**src/rtl/conv_enc_pkg.sv**
```systemverilog
// Shared constants, rate encodings and puncture masks for the 802.11a K=7 convolutional encoder.
// Puncturing support is compiled in only when CONV_ENCODER_PUNCTURE_EN is defined.
`timescale 1ns/1ps
package conv_enc_pkg;

    localparam logic [6:0] G0_DEFAULT = 7'b1011011;  // 133 octal
    localparam logic [6:0] G1_DEFAULT = 7'b1111001;  // 171 octal

    localparam logic [1:0] RATE_1_2 = 2'b00;
    localparam logic [1:0] RATE_2_3 = 2'b01;
    localparam logic [1:0] RATE_3_4 = 2'b10;

    // Per-phase {keep_a, keep_b}; entry index is the phase.
    localparam logic [1:0][1:0] MASK_2_3 = {2'b10, 2'b11};
    localparam logic [3:0][1:0] MASK_3_4 = {2'b11, 2'b01, 2'b10, 2'b11};

    // bits[1] leaves the output buffer first.
    typedef struct packed {
        logic [1:0] cnt;
        logic [1:0] bits;
    } emit_t;

    function automatic emit_t puncture(input logic a, input logic b, input logic [1:0] keep);
        emit_t e;
        case (keep)
            2'b10:   e = '{cnt: 2'd1, bits: {a, 1'b0}};
            2'b01:   e = '{cnt: 2'd1, bits: {b, 1'b0}};
            default: e = '{cnt: 2'd2, bits: {a, b}};
        endcase
        return e;
    endfunction

endpackage

```
**src/rtl/conv_puncturer.sv**
```systemverilog
// Phase counter and latched rate; maps each coded (A,B) pair to the 1 or 2 bits actually sent.
// Only built when CONV_ENCODER_PUNCTURE_EN is defined.
`timescale 1ns/1ps
`ifdef CONV_ENCODER_PUNCTURE_EN
module conv_puncturer
    import conv_enc_pkg::*;
(
    input  logic       Clock,
    input  logic       Reset,
    input  logic       FrameStart,
    input  logic [1:0] RateSel,
    input  logic       accept,
    input  logic       bit_a,
    input  logic       bit_b,
    output emit_t      emit
);

    logic [1:0] rate_q;
    logic [1:0] phase_q;
    logic [1:0] rate_eff;
    logic [1:0] phase_eff;
    logic [1:0] phase_last;
    logic [1:0] phase_nxt;
    logic [1:0] keep;

    // A bit accepted together with FrameStart is phase 0 of the newly selected rate.
    always_comb begin
        rate_eff   = FrameStart ? RateSel : rate_q;
        phase_eff  = FrameStart ? 2'd0 : phase_q;
        keep       = 2'b11;
        phase_last = 2'd0;
        case (rate_eff)
            RATE_2_3: begin
                keep       = MASK_2_3[phase_eff[0]];
                phase_last = 2'd1;
            end
            RATE_3_4: begin
                keep       = MASK_3_4[phase_eff];
                phase_last = 2'd2;
            end
            default: ;
        endcase
        phase_nxt = (phase_eff == phase_last) ? 2'd0 : phase_eff + 2'd1;
        emit      = puncture(bit_a, bit_b, keep);
    end

    always_ff @(posedge Clock) begin
        if (Reset) begin
            rate_q  <= RATE_1_2;
            phase_q <= 2'd0;
        end else begin
            if (FrameStart)
                rate_q <= RateSel;
            if (accept)
                phase_q <= phase_nxt;
            else if (FrameStart)
                phase_q <= 2'd0;
        end
    end

endmodule
`endif

```
**src/rtl/conv_encoder.sv**
```systemverilog
// 802.11a K=7 rate-1/2 convolutional encoder with serial valid/ready in and out.
// Define CONV_ENCODER_PUNCTURE_EN to add puncturing to rates 2/3 and 3/4.
`timescale 1ns/1ps
module conv_encoder
    import conv_enc_pkg::*;
#(
    parameter logic [6:0] G0 = G0_DEFAULT,
    parameter logic [6:0] G1 = G1_DEFAULT
) (
    input  logic       Clock,
    input  logic       Reset,
    input  logic       FrameStart,
    input  logic [1:0] RateSel,
    input  logic       InValid,
    input  logic       InBit,
    output logic       InReady,
    output logic       OutValid,
    output logic       OutBit,
    input  logic       OutReady
);

    logic [5:0] sr_q;
    logic [5:0] sr_eff;
    logic [6:0] window;
    logic [1:0] cnt_q;
    logic [1:0] buf_q;
    logic       bit_a;
    logic       bit_b;
    logic       accept;
    logic       pop;
    emit_t      emit;

    always_comb begin
        // NOTE: every output of this block is assigned on every path, so no latch is inferred.
        sr_eff   = FrameStart ? 6'd0 : sr_q;
        window   = {InBit, sr_eff[0], sr_eff[1], sr_eff[2], sr_eff[3], sr_eff[4], sr_eff[5]};
        bit_a    = ^(window & G0);
        bit_b    = ^(window & G1);
        // Input is taken only when the buffer will be empty after this cycle's transfer.
        InReady  = ~Reset & ((cnt_q == 2'd0) | ((cnt_q == 2'd1) & OutReady));
        OutValid = ~Reset & (cnt_q != 2'd0);
        OutBit   = ~Reset & buf_q[1];
        accept   = InValid & InReady;
        pop      = OutValid & OutReady;
    end

`ifdef CONV_ENCODER_PUNCTURE_EN
    conv_puncturer u_puncturer (
        .Clock      (Clock),
        .Reset      (Reset),
        .FrameStart (FrameStart),
        .RateSel    (RateSel),
        .accept     (accept),
        .bit_a      (bit_a),
        .bit_b      (bit_b),
        .emit       (emit)
    );
`else
    logic unused_rate_sel;
    assign unused_rate_sel = ^RateSel;
    assign emit = '{cnt: 2'd2, bits: {bit_a, bit_b}};
`endif

    always_ff @(posedge Clock) begin
        if (Reset) begin
            sr_q  <= 6'd0;
            cnt_q <= 2'd0;
            // NOTE: buffer data is reset too (not just the count) so OutBit reads 0 when idle.
            buf_q <= 2'd0;
        end else begin
            // NOTE: non-blocking updates keep every register reading pre-edge values.
            if (accept)
                sr_q <= {sr_eff[4:0], InBit};
            else if (FrameStart)
                sr_q <= 6'd0;

            if (accept) begin
                cnt_q <= emit.cnt;
                buf_q <= emit.bits;
            end else if (FrameStart) begin
                cnt_q <= 2'd0;
                buf_q <= 2'd0;
            end else if (pop) begin
                cnt_q <= cnt_q - 2'd1;
                buf_q <= {buf_q[0], 1'b0};
            end
        end
    end

endmodule
```
**config.mk**
```make
export PLATFORM = sky130hd
export DESIGN_NAME = conv_encoder
export DESIGN_NICKNAME = d
export VERILOG_FILES = /design/src/rtl/conv_enc_pkg.sv /design/src/rtl/conv_puncturer.sv /design/src/rtl/conv_encoder.sv
export SDC_FILE = /design/constraint.sdc
export NUM_CORES = 1
export LEC_CHECK = 0
export BUFFER_PORTS_ARGS = -buffer_cell sky130_fd_sc_hd__buf_2
export CORE_ASPECT_RATIO = 1.25
export CORE_MARGIN = 1
export CORE_UTILIZATION = 30
export DETAILED_ROUTE_END_ITERATION = 8
export PLACE_DENSITY_LB_ADDON = 0.12
export SYNTH_ARGS = -nofsm -noshare
export SYNTH_HDL_FRONTEND = slang
export SYNTH_SLANG_ARGS = --single-unit
```
**constraint.sdc**
```tcl
create_clock -name Clock -period 2.2 [get_ports Clock]
set_input_delay 0.22 -clock Clock [delete_from_list [all_inputs] [get_ports Clock]]
set_output_delay 0.22 -clock Clock [all_outputs]
set_load 0.02 [all_outputs]
```
### Yosys cells after proc, flatten, opt, wreduce, memory -nomap -nowiden

Index checks and enable logic that the tools add are counted.

| storage, ports and cells | value |
|---|---|
| input port bits | 8 |
| word-level logic and storage cells | 28 |
| register bits | 10 |

| operators by class | value |
|---|---|
| eq/ne operators | 1 |
| bitwise gates (word level) | 8 |
| reduce and logical (&&, ||, !) cells | 6 |
| add/subtract/negate cells | 1 |
| mux-type cells | 8 |

Operators by type and width:

| kind | number |
|---|---|
| XOR reduction 7 bit | 2 |
| 2-to-1 mux 2 bit | 6 |
| 2-to-1 mux 6 bit | 2 |
| bitwise AND 1 bit | 6 |
| nonzero test 3 bit | 1 |
| OR reduction 3 bit | 1 |
| == test 2 x 1 -> 1 bit, second input constant | 1 |
| zero test 2 bit | 1 |
| nonzero test 2 bit | 1 |
| subtractor 2 x 1 -> 2 bit, second input constant | 1 |
| NOT 1 bit | 1 |
| OR 1 bit | 1 |

### Longest topological paths before layout

| logic depth | value |
|---|---|
| word-level depth | 6 |
| gate-level depth with buffers | 7 |
| depth with buffers taken out | 6 |

### Worst setup path before layout

No wires, ideal clock.

| path | value |
|---|---|
| kind | register to register |
| from | reg sr_q[5] |
| to | reg buf_q[1] |
| cell stages (with the launch flop) | 5 |
| buffers on the path | 0 |
| arrival | 1564 ps |
| slack | 545 ps |
| cell sequence | dfxtp_1 -> xnor3_1 -> o21a_1 -> or4b_1 -> a311oi_1 |

| between the ends | value |
|---|---|
| longest elaborated chain between the ends | 3 |

Ends and longest elaborated chain:

| element | line | RTL |
|---|---|---|
| from (decl) | conv_encoder.sv:22 | `logic [5:0] sr_q;` |
| from (signal assigned) | conv_encoder.sv:73 | `sr_q <= {sr_eff[4:0], InBit};` |
| 2-to-1 mux 6 bit | n/a |  |
| XOR reduction 7 bit | conv_encoder.sv:37 | `bit_a = ^(window & G0);` |
| 2-to-1 mux 2 bit | conv_encoder.sv:77 | `if (accept) begin` |
| to (signal assigned) | conv_encoder.sv:79 | `buf_q <= emit.bits;` |
| to (signal assigned) | conv_encoder.sv:85 | `buf_q <= {buf_q[0], 1'b0};` |
| to (decl) | conv_encoder.sv:26 | `logic [1:0] buf_q;` |

Every way passes these cells.
A chain may end at the register's enable or synchronous reset.

### Worst setup path in the final report

| path | value |
|---|---|
| from | reg cnt_q[0] |
| to | reg sr_q[1] |

| between the ends | value |
|---|---|
| longest elaborated chain between the ends | 6 |

Ends and longest elaborated chain:

| element | line | RTL |
|---|---|---|
| from (decl) | conv_encoder.sv:25 | `logic [1:0] cnt_q;` |
| from (signal assigned) | conv_encoder.sv:78 | `cnt_q <= emit.cnt;` |
| from (signal assigned) | conv_encoder.sv:84 | `cnt_q <= cnt_q - 2'd1;` |
| == test 2 x 1 -> 1 bit | conv_encoder.sv:40 | `InReady = ~Reset & ((cnt_q == 2'd0) \| ((cnt_q == 2'd1) & OutReady));` |
| bitwise AND 1 bit | conv_encoder.sv:40 |  |
| OR 1 bit (*) | conv_encoder.sv:40 |  |
| bitwise AND 1 bit (*) | conv_encoder.sv:40 |  |
| bitwise AND 1 bit (*) | conv_encoder.sv:43 | `accept = InValid & InReady;` |
| 2-to-1 mux 6 bit (*) | conv_encoder.sv:72 | `if (accept)` |

Mark *: on every way between the ends. The rest lies on a longest branch, timed or not.

==> flow_metrics.env <==
export IMPL_fin_area_sq_um=643
export IMPL_vias=457
export IMPL_ys_warn_count=0
export IMPL_cts_setup_buffers=0
export IMPL_grt_pass1_wl_um=1750
export IMPL_cts_root_buf="clkbuf_4"
export IMPL_synth_area_per_cell_sq_um=8.66
export IMPL_fin_crit_sh=0.839
export IMPL_crit_buf_inv=2
export IMPL_synth_area_sq_um=546
export IMPL_place_congestion=0.663
export IMPL_timing_critical_path_fanout_max=8
export IMPL_portBuffers=8
export IMPL_finalMaxSlewViolations=0
export IMPL_diodes=0
export IMPL_synthArstFlopShare=0
export IMPL_rsz0062_at_grt="no"
export IMPL_core_area_sq_um=1640
export IMPL_drive_above_1_share=0.205
export IMPL_path_class="reg -> reg"
export IMPL_track_usage=0.129
export IMPL_wl_per_cell_um=11.4
export IMPL_synth_flop_cell="dfxtp_1"
export IMPL_synth_seq_area_share=0.367
export IMPL_cts_sinks=10
export IMPL_ant_nets=0
export IMPL_ir_worst_vdd_uv=346
export IMPL_via_per_inst=5.02
export IMPL_slowest_delay_ps=430
export IMPL_hold_viol_final=0
export IMPL_finish_utilization=0.392
export IMPL_num_fill_cells=181
export IMPL_setup_violations_final=0
export IMPL_first_pass_iters=2
export IMPL_cp_common_cell="a21oi_1"
export IMPL_grt_overflow=0
export IMPL_fmax_mhz=542
export IMPL_ioPinCount=11
export IMPL_synth_area_top_cells="dfxtp_1 37%, mux2i_1 9.2%, nor2_1 6.9%"
export IMPL_critPathLaunchType="flip-flop"
export IMPL_period_needed_ps=1850
export IMPL_synth_edf_count=0
export IMPL_yosysUniqueCellTypes=25
export IMPL_placed_area_sq_um=607
export IMPL_dieArea_sq_um=1990
export IMPL_die_w_um=40.1
export IMPL_postCtsHoldBufs=0
export IMPL_wl_um=1040
export IMPL_path_cells="inv_1 > ha_1 > a21oi_1 > nor2_1 > buf_4 > or3b_2 > a21oi_1"
export IMPL_synthCells=63
export IMPL_num_rows=16
export IMPL_yosysTopAreaCellShare=0.367
export IMPL_fp_dieH_um=49.7
export IMPL_drt_iter0_drc=1
export IMPL_power_density_nw_per_um2=647
export IMPL_cellLeakagePower_nw=0.243
export IMPL_critPathCaptureType="flip-flop"
export IMPL_slowest_stage="or3b_2"
export IMPL_route_detailed_drc=0
export IMPL_total_power_uw=416
export IMPL_clockBufferDepth=2
export IMPL_dp_hpwl_um=768
export IMPL_synth_top_area_cell="dfxtp_1"
export IMPL_cts_max_level=1
export IMPL_synth_fp_nets=73
export IMPL_required_ps=2400
export IMPL_clk_pin_slew_ps=70
export IMPL_initial_core_util=0.332
export IMPL_setup_tns_final_ps=0
export IMPL_critPathTopFamily="simple AND/OR/NAND/NOR gates"
export IMPL_syn2layout_area_growth_pct=17.9
export IMPL_relSlewSlack=0.648
export IMPL_grt_max_degree=11
export IMPL_hp_class="in -> reg"
export IMPL_worstMarginPinSlew_ps=527
export IMPL_ys_seq_elements=10
export IMPL_layout_nets=84
export IMPL_status="completed"
export IMPL_clk_latency_ps=270
export IMPL_cts_tree="done"
export IMPL_max_cap_viol_count=0
export IMPL_clock_skew_ps=1.09
export IMPL_tritoncts_num_buffers=3
export IMPL_antenna_found_initial=0
export IMPL_critPathArrivalTime_ps=2050
export IMPL_post_cts_resized=0
export IMPL_grt_pass1_vias=423
worst reg2reg max path, delay by kind of cell, from the launching register on:
kind,cells,cell delay (ps)
AOI/OAI and AO/OA,2,320
adders and majority gates,1,220
buffers and inverters,2,260
DFF,1,370
and+or+nand+nor,2,600
cell usage after synthesis (2+ instances only):
| master | instances |
|---|---|
| a211o_1 | 2 |
| a21oi_1 | 3 |
| clkbuf_1 | 3 |
| dfxtp_1 | 10 |
| ha_1 | 2 |
| inv_1 | 3 |
| mux2i_1 | 5 |
| nand2_1 | 3 |
| nor2_1 | 10 |
| nor2b_1 | 3 |
| nor3_1 | 4 |
| or4b_1 | 2 |
routing by layer:
layer	global-route usage	up-vias	part of all wire
li1	-	240	-
met1	0.168	207	0.50
met2	0.183	8	0.45
met3	0.0270	2	0.036
met4	0.0862	0	0.013
met5	0	-	0
through the flow:
step / setup WS (ps) / instances / hold slack (ps)
after detailed placement: 346 / 87 / 448
after global routing: 222 / 91 / 217
final: 353 / 91 / 212
after floorplan: 545 / 63 / 356
after CTS: 315 / 91 / 205
after global placement: 355 / 87 / 449
final timing paths:
check,from,end,slack [ps],cells past startpoint
worst max register to register,cnt_q[0],sr_q[1],350,7
worst min register to register,sr_q[0],sr_q[1],450,2
worst min-delay path,InValid,cnt_q[1],210,3
worst max-delay path,cnt_q[0],sr_q[1],350,7
final cells by class:
type / instances / area, sq um / share of cell area
flip-flops and latches: 10 / 200 / 0.311
clock buffers: 4 / 36.3 / 0.0564
multi-input cells: 46 / 318 / 0.494
inverters: 3 / 11.3 / 0.0175
repair buffers: 10 / 55.1 / 0.0856
well taps: 18 / 22.5 / 0.0350
report_power, final:
group	internal, mW	leakage (nW)	switching, mW	total [mW]
sequential	0.186	0.0812	0.00232	0.188
clock	0.101	0.0210	0.0692	0.170
combinational	0.0251	0.140	0.0333	0.0584
registers in the layout, indices dropped and copies added (netlist names):
| signal | cells |
|---|---|
| buf_q | 2 |
| cnt_q | 2 |
| sr_q | 6 |
cells by family after synthesis:
logic type               count (synthesis)  share of synthesized area
XOR/XNOR                                 2                     0.0573
buffers and inverters                    7                     0.0504
AND/OR/NAND/NOR                         27                      0.259
flip-flops                              10                      0.367
adder cells (fa/ha/maj)                  2                     0.0459
AO/OA/AOI/OAI                           10                      0.128
multiplexers                             5                     0.0917
cells in the final DEF (no fill, tap or decap):
master,instances
nor2_1,10
dfxtp_1,10
buf_2,8
mux2i_1,5
nor3_1,4
inv_1,3
a21oi_1,3
nor2b_1,3
nand2_1,3
clkbuf_4,3
or4b_1,2
a211o_1,2
ha_1,2
buf_4,2
nand2b_1,1
or3b_2,1
or2_0,1
xnor3_1,1
o21a_1,1
or2_1,1
o21ai_0,1
o211ai_1,1
xnor2_1,1
o221ai_1,1
nor4_1,1
a311oi_1,1
clkbuf_8,1
Note: power is estimated with default switching activity, not from simulation.
